===== src/rtl/hex_keypad_scanner.sv =====
// hex_keypad_scanner: scans a 4x4 active-low matrix keypad one column at a time,
// debounces whole-sweep results and shifts accepted hex nibbles into a 16-bit
// entry register that drives the 4-digit hex display.
// Optional feature macro: KEY_BACKSPACE_EN (code F removes the newest nibble
// instead of entering it).
module hex_keypad_scanner #(
  parameter int SCAN_DIV       = 50000,
  parameter int DEBOUNCE_SCANS = 4
) (
  input  logic        clk,
  input  logic        reset,
  input  logic [3:0]  row,
  input  logic        clear,
  output logic [3:0]  col,
  output logic        key_valid,
  output logic [3:0]  key_code,
  output logic [15:0] data
);

  localparam int DW = $clog2(SCAN_DIV);
  localparam int CW = $clog2(DEBOUNCE_SCANS + 1);
  localparam logic [DW-1:0] DWELL_LAST = DW'(SCAN_DIV - 1);
  localparam logic [CW-1:0] CNT_DONE   = CW'(DEBOUNCE_SCANS);

  typedef enum logic [1:0] {
    IDLE,
    DEBOUNCE,
    PRESSED,
    RELEASE
  } state_t;

  logic [3:0]    row_meta, row_sync;
  logic [1:0]    col_idx;
  logic [DW-1:0] dwell_cnt;
  logic          dwell_last, sweep_end;

  logic          col_hit;
  logic [1:0]    row_idx;
  logic [3:0]    col_code;
  logic          acc_hit;
  logic [3:0]    acc_code;
  logic          sweep_hit;
  logic [3:0]    sweep_code;

  state_t        state, state_nxt;
  logic [CW-1:0] cnt, cnt_nxt;
  logic [3:0]    cand, cand_nxt;
  logic          accept;
  logic [3:0]    accept_code;

  // Two-flop synchronizer for the asynchronous, pulled-up row lines.
  // NOTE: sequential state uses non-blocking assignments so every flop samples
  // pre-edge values and the register order inside the block does not matter.
  always_ff @(posedge clk or negedge reset) begin
    if (!reset) begin
      row_meta <= 4'hF;
      row_sync <= 4'hF;
    end else begin
      row_meta <= row;
      row_sync <= row_meta;
    end
  end

  assign dwell_last = (dwell_cnt == DWELL_LAST);
  assign sweep_end  = dwell_last && (col_idx == 2'd3);
  assign col        = ~(4'b0001 << col_idx);

  // Column dwell counter and column index; each column is driven SCAN_DIV clocks.
  always_ff @(posedge clk or negedge reset) begin
    if (!reset) begin
      dwell_cnt <= '0;
      col_idx   <= 2'd0;
    end else if (dwell_last) begin
      dwell_cnt <= '0;
      col_idx   <= col_idx + 2'd1;
    end else begin
      dwell_cnt <= dwell_cnt + DW'(1);
    end
  end

  // Decode the lowest pressed row of the current column, valid on the last dwell clock.
  // NOTE: every always_comb output gets a default first so no path infers a latch.
  always_comb begin
    col_hit = dwell_last;
    row_idx = 2'd0;
    casez (row_sync)
      4'b???0: row_idx = 2'd0;
      4'b??01: row_idx = 2'd1;
      4'b?011: row_idx = 2'd2;
      4'b0111: row_idx = 2'd3;
      default: col_hit = 1'b0;
    endcase
    col_code = {row_idx, col_idx};
  end

  // Fold this column into the running sweep result; the lowest code wins.
  always_comb begin
    sweep_hit  = acc_hit | col_hit;
    sweep_code = acc_code;
    if (col_hit && (!acc_hit || (col_code < acc_code))) begin
      sweep_code = col_code;
    end
  end

  // Sweep accumulator, cleared when the column-3 result is handed to the FSM.
  always_ff @(posedge clk or negedge reset) begin
    if (!reset) begin
      acc_hit  <= 1'b0;
      acc_code <= 4'h0;
    end else if (sweep_end) begin
      acc_hit  <= 1'b0;
      acc_code <= 4'h0;
    end else if (dwell_last) begin
      acc_hit  <= sweep_hit;
      acc_code <= sweep_code;
    end
  end

  // Debounce FSM state register.
  always_ff @(posedge clk or negedge reset) begin
    if (!reset) begin
      state <= IDLE;
      cnt   <= '0;
      cand  <= 4'h0;
    end else begin
      state <= state_nxt;
      cnt   <= cnt_nxt;
      cand  <= cand_nxt;
    end
  end

  // Debounce FSM next state; it only moves on a sweep boundary.
  always_comb begin
    state_nxt   = state;
    cnt_nxt     = cnt;
    cand_nxt    = cand;
    accept      = 1'b0;
    accept_code = cand;
    if (sweep_end) begin
      case (state)
        IDLE: begin
          if (sweep_hit) begin
            cand_nxt = sweep_code;
            if (DEBOUNCE_SCANS == 1) begin
              accept      = 1'b1;
              accept_code = sweep_code;
              state_nxt   = PRESSED;
              cnt_nxt     = '0;
            end else begin
              state_nxt = DEBOUNCE;
              cnt_nxt   = CW'(1);
            end
          end
        end
        DEBOUNCE: begin
          if (sweep_hit && (sweep_code == cand)) begin
            if ((cnt + CW'(1)) == CNT_DONE) begin
              accept    = 1'b1;
              state_nxt = PRESSED;
              cnt_nxt   = '0;
            end else begin
              cnt_nxt = cnt + CW'(1);
            end
          end else begin
            state_nxt = IDLE;
            cnt_nxt   = '0;
          end
        end
        PRESSED: begin
          if (!sweep_hit) begin
            if (DEBOUNCE_SCANS == 1) begin
              state_nxt = IDLE;
              cnt_nxt   = '0;
            end else begin
              state_nxt = RELEASE;
              cnt_nxt   = CW'(1);
            end
          end
        end
        RELEASE: begin
          if (sweep_hit) begin
            state_nxt = PRESSED;
            cnt_nxt   = '0;
          end else if ((cnt + CW'(1)) == CNT_DONE) begin
            state_nxt = IDLE;
            cnt_nxt   = '0;
          end else begin
            cnt_nxt = cnt + CW'(1);
          end
        end
        default: begin
          state_nxt = IDLE;
          cnt_nxt   = '0;
        end
      endcase
    end
  end

  // Accept pulse, last key code and the entry register; clear wins over entry.
  always_ff @(posedge clk or negedge reset) begin
    if (!reset) begin
      key_valid <= 1'b0;
      key_code  <= 4'h0;
      data      <= 16'h0000;
    end else begin
      key_valid <= accept;
      if (accept) begin
        key_code <= accept_code;
      end
      if (clear) begin
        data <= 16'h0000;
      end else if (accept) begin
`ifdef KEY_BACKSPACE_EN
        if (accept_code == 4'hF) begin
          data <= {4'h0, data[15:4]};
        end else begin
          data <= {data[11:0], accept_code};
        end
`else
        data <= {data[11:0], accept_code};
`endif
      end
    end
  end

endmodule


===== config.mk =====
export PLATFORM = sky130hd
export DESIGN_NAME = hex_keypad_scanner
export DESIGN_NICKNAME = d
export VERILOG_FILES = /design/src/rtl/hex_keypad_scanner.sv
export SDC_FILE = /design/constraint.sdc
export NUM_CORES = 1
export LEC_CHECK = 0
export BUFFER_PORTS_ARGS = -buffer_cell sky130_fd_sc_hd__buf_2
export CAP_MARGIN = 30
export CORE_MARGIN = 8
export CORE_UTILIZATION = 55
export CTS_BUF_LIST = sky130_fd_sc_hd__clkbuf_4 sky130_fd_sc_hd__clkbuf_8
export DETAILED_ROUTE_END_ITERATION = 7
export MAX_ROUTING_LAYER = met4
export PLACE_DENSITY_LB_ADDON = 0.08
export SLEW_MARGIN = 40
export SYNTH_ARGS = -nofsm -noshare
export SYNTH_HDL_FRONTEND = slang
export SYNTH_SLANG_ARGS = --single-unit

===== constraint.sdc =====
create_clock -name clk -period 3 [get_ports clk]
set_input_delay 0.45 -clock clk [delete_from_list [all_inputs] [get_ports clk]]
set_output_delay 0.45 -clock clk [all_outputs]
set_load 0.005 [all_outputs]

; Word-level counts from Yosys, hierarchy flattened
; Index checks and enable logic that the tools add are counted.
[totals]
mem_bits_rw = 0
input_bits = 7
latchBits = 0
rom_bits = 0
n_memories = 0
elab_cells = 73
register_bits = 61
out_inout_bits = 25
[op_classes]
reduce_logical = 12
addsub = 3
n_lt_le_gt_ge = 1
div = 0
n_shift = 1
bitwise = 3
n_eq_ne = 14
mul = 0
mux = 27
[op_table]
columns = operator, count
row1 = two-way mux 16 bit, 3
row2 = "adder 16 x 1 -> 16 bit, second input constant", 1
row3 = "equality test 16 bit, second input constant", 1
row4 = two-way mux 3 bit, 5
row5 = two-way mux 2 bit, 6
row6 = two-way mux 4 bit, 3
row7 = case mux 3 bit (4 select lines), 1
row8 = case mux 2 bit (4 select lines), 1
row9 = two-way mux 1 bit, 7
row10 = "equality test 2 bit, second input constant", 3
row11 = "inequality test 3 bit, second input constant", 2
row12 = case mux 2 bit (3 select lines), 1
row13 = AND reduction 3 bit, 2
row14 = AND reduction 5 bit, 1
row15 = "equality test 2 x 1 -> 1 bit, second input constant", 2
row16 = "equality test 4 x 3 -> 1 bit, second input constant", 1
row17 = equality test 4 bit, 1
row18 = less-than comparator 4 bit, 1
row19 = "inequality test 2 bit, second input constant", 2
row20 = NOT 4 bit, 1
row21 = nonzero test 2 bit, 2
row22 = OR reduction 4 bit, 1
row23 = "<< shifter 1 x 2 -> 4 bit, first input constant", 1
row24 = "adder 3 x 1 -> 3 bit, second input constant", 1
row25 = 9 further kinds, 11

; Longest topological paths before layout
[logic_depth]
ltp_word = 13
mapped_depth = 17

; Worst setup path before layout
; No wires, ideal clock.
[synth_path]
path_type = register -> register
start = reg row_sync[2]
end = reg key_code[0]
arrival_time_ps = 2952
required_ps = 2875
setup_time_ps = 125
synth_period_minus_slack_ps = 3077
path_stages_with_launch = 16
n_path_buf = 2
slack_ps = -77
path_cell_list = dfstp_2 inv_1 o21ai_0 nand2_1 inv_1 ha_1 o21ai_0 o21ai_1 a2111oi_4 o221a_2 nor4b_2 nand4_1 or2_1 clkbuf_1 buf_6 mux2_4
[synth_via]
elab_chain_cells = 11
word_cells_on_any_way = 15
classes_between = order compare (1) / eq/ne (3) / mux (6) / bitwise (1) / reduce/logical (4)
[synth_lines]
columns = element, line_no
row1 = "start, declared", 32  ; logic [3:0] row_meta, row_sync;
row2 = "start signal, assigned", 60  ; row_sync <= row_meta;
row3 = equality test 4 x 3 -> 1 bit or equality test 3 x 2 -> 1 bit (tied branches), 86  ; casez (row_sync)
row4 = case mux 2 bit (3 select lines), 86
row5 = less-than comparator 4 bit, 100  ; if (col_hit && (!acc_hit || (col_code < acc_code))) begin
row6 = logical OR 1 bit, 100
row7 = logical AND 1 bit, 100
row8 = two-way mux 4 bit, 100
row9 = equality test 4 bit, 156  ; if (sweep_hit && (sweep_code == cand)) begin
row10 = logical AND 1 bit (*), 156
row11 = two-way mux 1 bit (*), 156
row12 = two-way mux 1 bit (*), 140  ; case (state)
row13 = two-way mux 1 bit (*), 139  ; if (sweep_end) begin
row14 = "end signal, assigned", 208  ; key_code <= accept_code;
row15 = "end, declared", 16  ; output logic [3:0] key_code,
; Mark *: on every way between the ends. The rest lies on a longest branch, timed or not.
; A chain may end at the register's enable or synchronous reset.

; Worst setup path in the final report
[layout_path]
start = reg row_sync[2]
end = reg key_code[1]
; The elaborated chain is that of the path after synthesis.

==> summary.md <==
| Metric | Value |
|---|---|
| Status | `finished with violations` |
| Failing checks | `setup timing` |
| Total track usage | `0.194` |
| Adder-Cell Fraction of Synth Area | `0.0413` |
| Reg-to-Reg End | `key_code[1]$_DFFE_PN0P_` |
| Final hold viol count | `0` |
| Synth Instances | `310` |
| Slew Viols, Final | `0` |
| Area of the die | `8150 um2` |
| Synth area leaders | `dfrtp_1 44%, dfstp_2 6.9%, nor2_1 6.1%` |
| Worst vdd ir | `0.395 mV` |
| Post-Syn Area | `3030 um2` |
| Yosys top cell by area | `dfrtp_1` |
| Main combinational cell family by area after synthesis | `simple AND/OR/NAND/NOR gates` |
| H-tree levels | `3` |
| Synth Net Count | `327` |
| Startpoint types | `flip-flop` |
| Commonest non-fill, non-tap cell in the layout | `dfrtp_1` |
| Setup ws final | `-0.111 ns` |
| Die Wd | `90.3 um` |
| CP max stage delay | `0.56 ns` |
| Ports | `32` |
| GP Congestion | `0.918` |
| Worst Tran Pin Value | `0.509 ns` |
| Asr flop ratio synth | `1.00` |
| First-pass GRT wire length | `12500 um` |
| Sequential fraction of the synthesis area | `0.507` |
| Layout cells sized above 1 | `0.326` |
| Final non-filler cell total | `465` |
| Leading register cell type out of synthesis | `dfrtp_1` |
| Ant. Diodes | `0` |
| Routed vias | `2534` |
| Cells after DPL | `424` |
| Leakage | `2.03 nW` |
| Worst hold slack | `0.0538 ns` |
| R2r worst-path depth | `17` |
| WS Path Type | `reg2reg` |
| Syn. warnings | `0` |
| Tightest Hold Check Type | `in2async` |
| PwrDens | `419 nW/um2` |
| #FFs+latches synth | `61` |
| Headroom to the max-slew limit | `0.661` |
| Max-cap violation count | `0` |
| Pin count of the biggest net entering global routing | `62` |
| Netlist cell types | `45` |
| Drt total wl | `7240 um` |
| CTS tree | `done` |
| Tot Pwr | `1.64 mW` |
| Routed wire per std cell | `15.6 um` |
| Clk Latency, worst-skew pair | `0.33 ns` |
| Mux contribution to synthesized area | `0.0677` |
| R2r startpoint | `row_sync[2]$_DFF_PN1_` |
| Dpl hpwl | `4570 um` |
| XOR/XNOR share of the synthesized area | `0.0491` |
| Core Footprint | `5410 um2` |
| Detail Route Antenna Nets | `0` |
| Total CTS buffers | `9` |
| Fmax | `321 MHz` |
| Via density | `5.45` |
| Total gr overflow | `0` |
| Initial antenna violation count | `0` |
| Most frequent cells in the layout | `53 x dfrtp_1, 49 x nor2_1, 43 x buf_4, 31 x buf_2, 28 x nand2_1` |
| Final Instance Area | `3920 um2` |
| First-pass DRT Iterations | `7` |
| Clk buf depth | `2` |
| Fillers | `395` |
| Worst Path Max Fanout | `8` |
| EDFF count, synth | `0` |
| Nets | `405` |
| Starting Density | `0.561` |
| Clock-pin transition on the worst setup and hold timing paths | `0.07 ns` |
| Final Critical Period | `3.11 ns` |
| Most frequent CP cell | `buf_4` |
| CP cell instances | `inv_2 -> o21ai_2 -> nand2_2 -> buf_4 -> buf_4 -> buf_4 -> buf_4 -> buf_4 -> buf_4 -> buf_4 -> buf_4 -> and2_1 -> o21ai_1 -> nand4_1 -> or2_4 -> buf_12 -> mux2_4` |
| Maximum clock skew at final layout | `0.00936 ns` |
| Area Overhead vs Synth | `29.1%` |
| Post-synthesis simple-gate area fraction | `0.193` |
| Worst reg2reg setup slack | `-0.11 ns` |
| Die height | `90.3 um` |
| Post-DP Area | `3410 um2` |
| Share of the synthesized area in the top cell type | `0.437` |
| Compound-cell area share of the yosys netlist | `0.103` |
| Drt first-iter violations | `164` |
| Final setup viols | `21` |
| Syn_area_per_cell | `9.78 um2` |
| Clk sinks | `61` |
| CP Capture Type | `flip-flop` |
| DRC | `0` |
| Clock root cell | `clkbuf_8` |
| IO Port Bufs | `31` |
| Number of global-route vias before repair | `2656` |
| Final worst-path cycle share | `1.04` |
| Num rows | `27` |
| Crit path required time | `3.22 ns` |
| RSZ-0062 raised after global routing | `yes` |
| Cell at the slowest stage of the critical path | `dfstp_2` |
| Critical path arrival | `3.33 ns` |
-- critical path, delay by kind of cell (launching register included) --
family	cells	cell delay [ns]
mux	1	0.29
flops	1	0.56
buf+inv	10	1.21
compound gates	2	0.23
simple gates	4	0.68
-- metal layers --
| layer | part of all wire | vias to the layer above | track usage |
|---|---|---|---|
| li1 | - | 1208 | - |
| met1 | 0.43 | 1228 | 0.225 |
| met2 | 0.47 | 73 | 0.302 |
| met3 | 0.058 | 25 | 0.0449 |
| met4 | 0.040 | 0 | 0.117 |
| met5 | 0 | - | - |
-- logic make-up (layout without fill, tap and decap cells) --
group	after synthesis	count (layout)
buf+inv	29	112
compound gates	50	50
flops	61	61
xor+xnor	17	17
fa+ha+maj	10	10
mux	19	19
simple gates	124	124
-- final cells by class --
type	instances	area, um2	share of cell area
Clock buffer	9	124	0.0316
Clock inverter	7	72.6	0.0185
Inverter	18	67.6	0.0173
Multi-Input combinational cell	220	1480	0.377
Sequential cell	61	1540	0.392
Tap cell	72	90.1	0.0230
Timing Repair Buffer	78	549	0.140
-- synth_stat cells, types with 2 or more instances --
cell type	instances
dfrtp_1	53
nor2_1	49
nand2_1	30
inv_1	18
a21oi_1	16
mux2i_1	16
nand3_1	13
o21ai_0	13
ha_1	10
xor2_1	10
dfstp_2	8
clkbuf_1	7
xnor2_1	7
nand4_1	5
and2_1	4
o21ai_1	4
or3_1	4
a21o_1	3
mux2_4	3
nand2b_1	3
o22ai_1	3
o31ai_1	3
a31oi_1	2
and3_1	2
buf_2	2
nor2b_1	2
nor4_1	2
-- worst max path at each step --
stage / from / end / slack (ns) / cells past startpoint
after floorplan: row_sync[2]$_DFF_PN1_ / key_code[0]$_DFFE_PN0P_ / -0.02 / 15
after global placement: row_sync[2]$_DFF_PN1_ / key_code[2]$_DFFE_PN0P_ / -0.04 / 15
after detailed placement: row_sync[2]$_DFF_PN1_ / key_code[1]$_DFFE_PN0P_ / -0.16 / 15
after CTS: row_sync[2]$_DFF_PN1_ / cnt[0]$_DFFE_PN0P_ / -0.08 / 16
after global routing: row_sync[2]$_DFF_PN1_ / cnt[0]$_DFFE_PN0P_ / -0.23 / 16
final: row_sync[2]$_DFF_PN1_ / key_code[1]$_DFFE_PN0P_ / -0.11 / 17
-- flip-flops by register name (all words and copies together), names as in the netlist --
register,cells
state,2
key_valid,1
col_idx,2
key_code,4
acc_hit,1
accept_code,4
data,16
cnt,3
acc_code,4
row_sync,4
row_meta,4
dwell_cnt,16
-- where the power goes --
| part | switching, mW | internal, mW |
|---|---|---|
| logic | 0.0381 | 0.0370 |
| clock network | 0.341 | 0.386 |
| registers | 0.00457 | 0.832 |
| total | 0.384 | 1.26 |
-- metrics by stage --
stage	utilization	setup slack, ns	TNS, ns
3_3_place_gp	0.631	-0.0446	-0.424
3_5_place_dp	0.631	-0.156	-2.64
6_report	0.724	-0.111	-0.882
5_1_grt	0.724	-0.234	-3.90
2_1_floorplan	-	-0.0232	-0.0695
4_1_cts	0.719	-0.0753	-0.323
-- timing repair --
action	in CTS	in global routing
setup buffers	27	1
pin swaps	2	6
hold buffers	0	0
endpoints found under the setup margin	23	25
resized for setup	16	11
No activity file was read; power rests on OpenSTA's default activity.
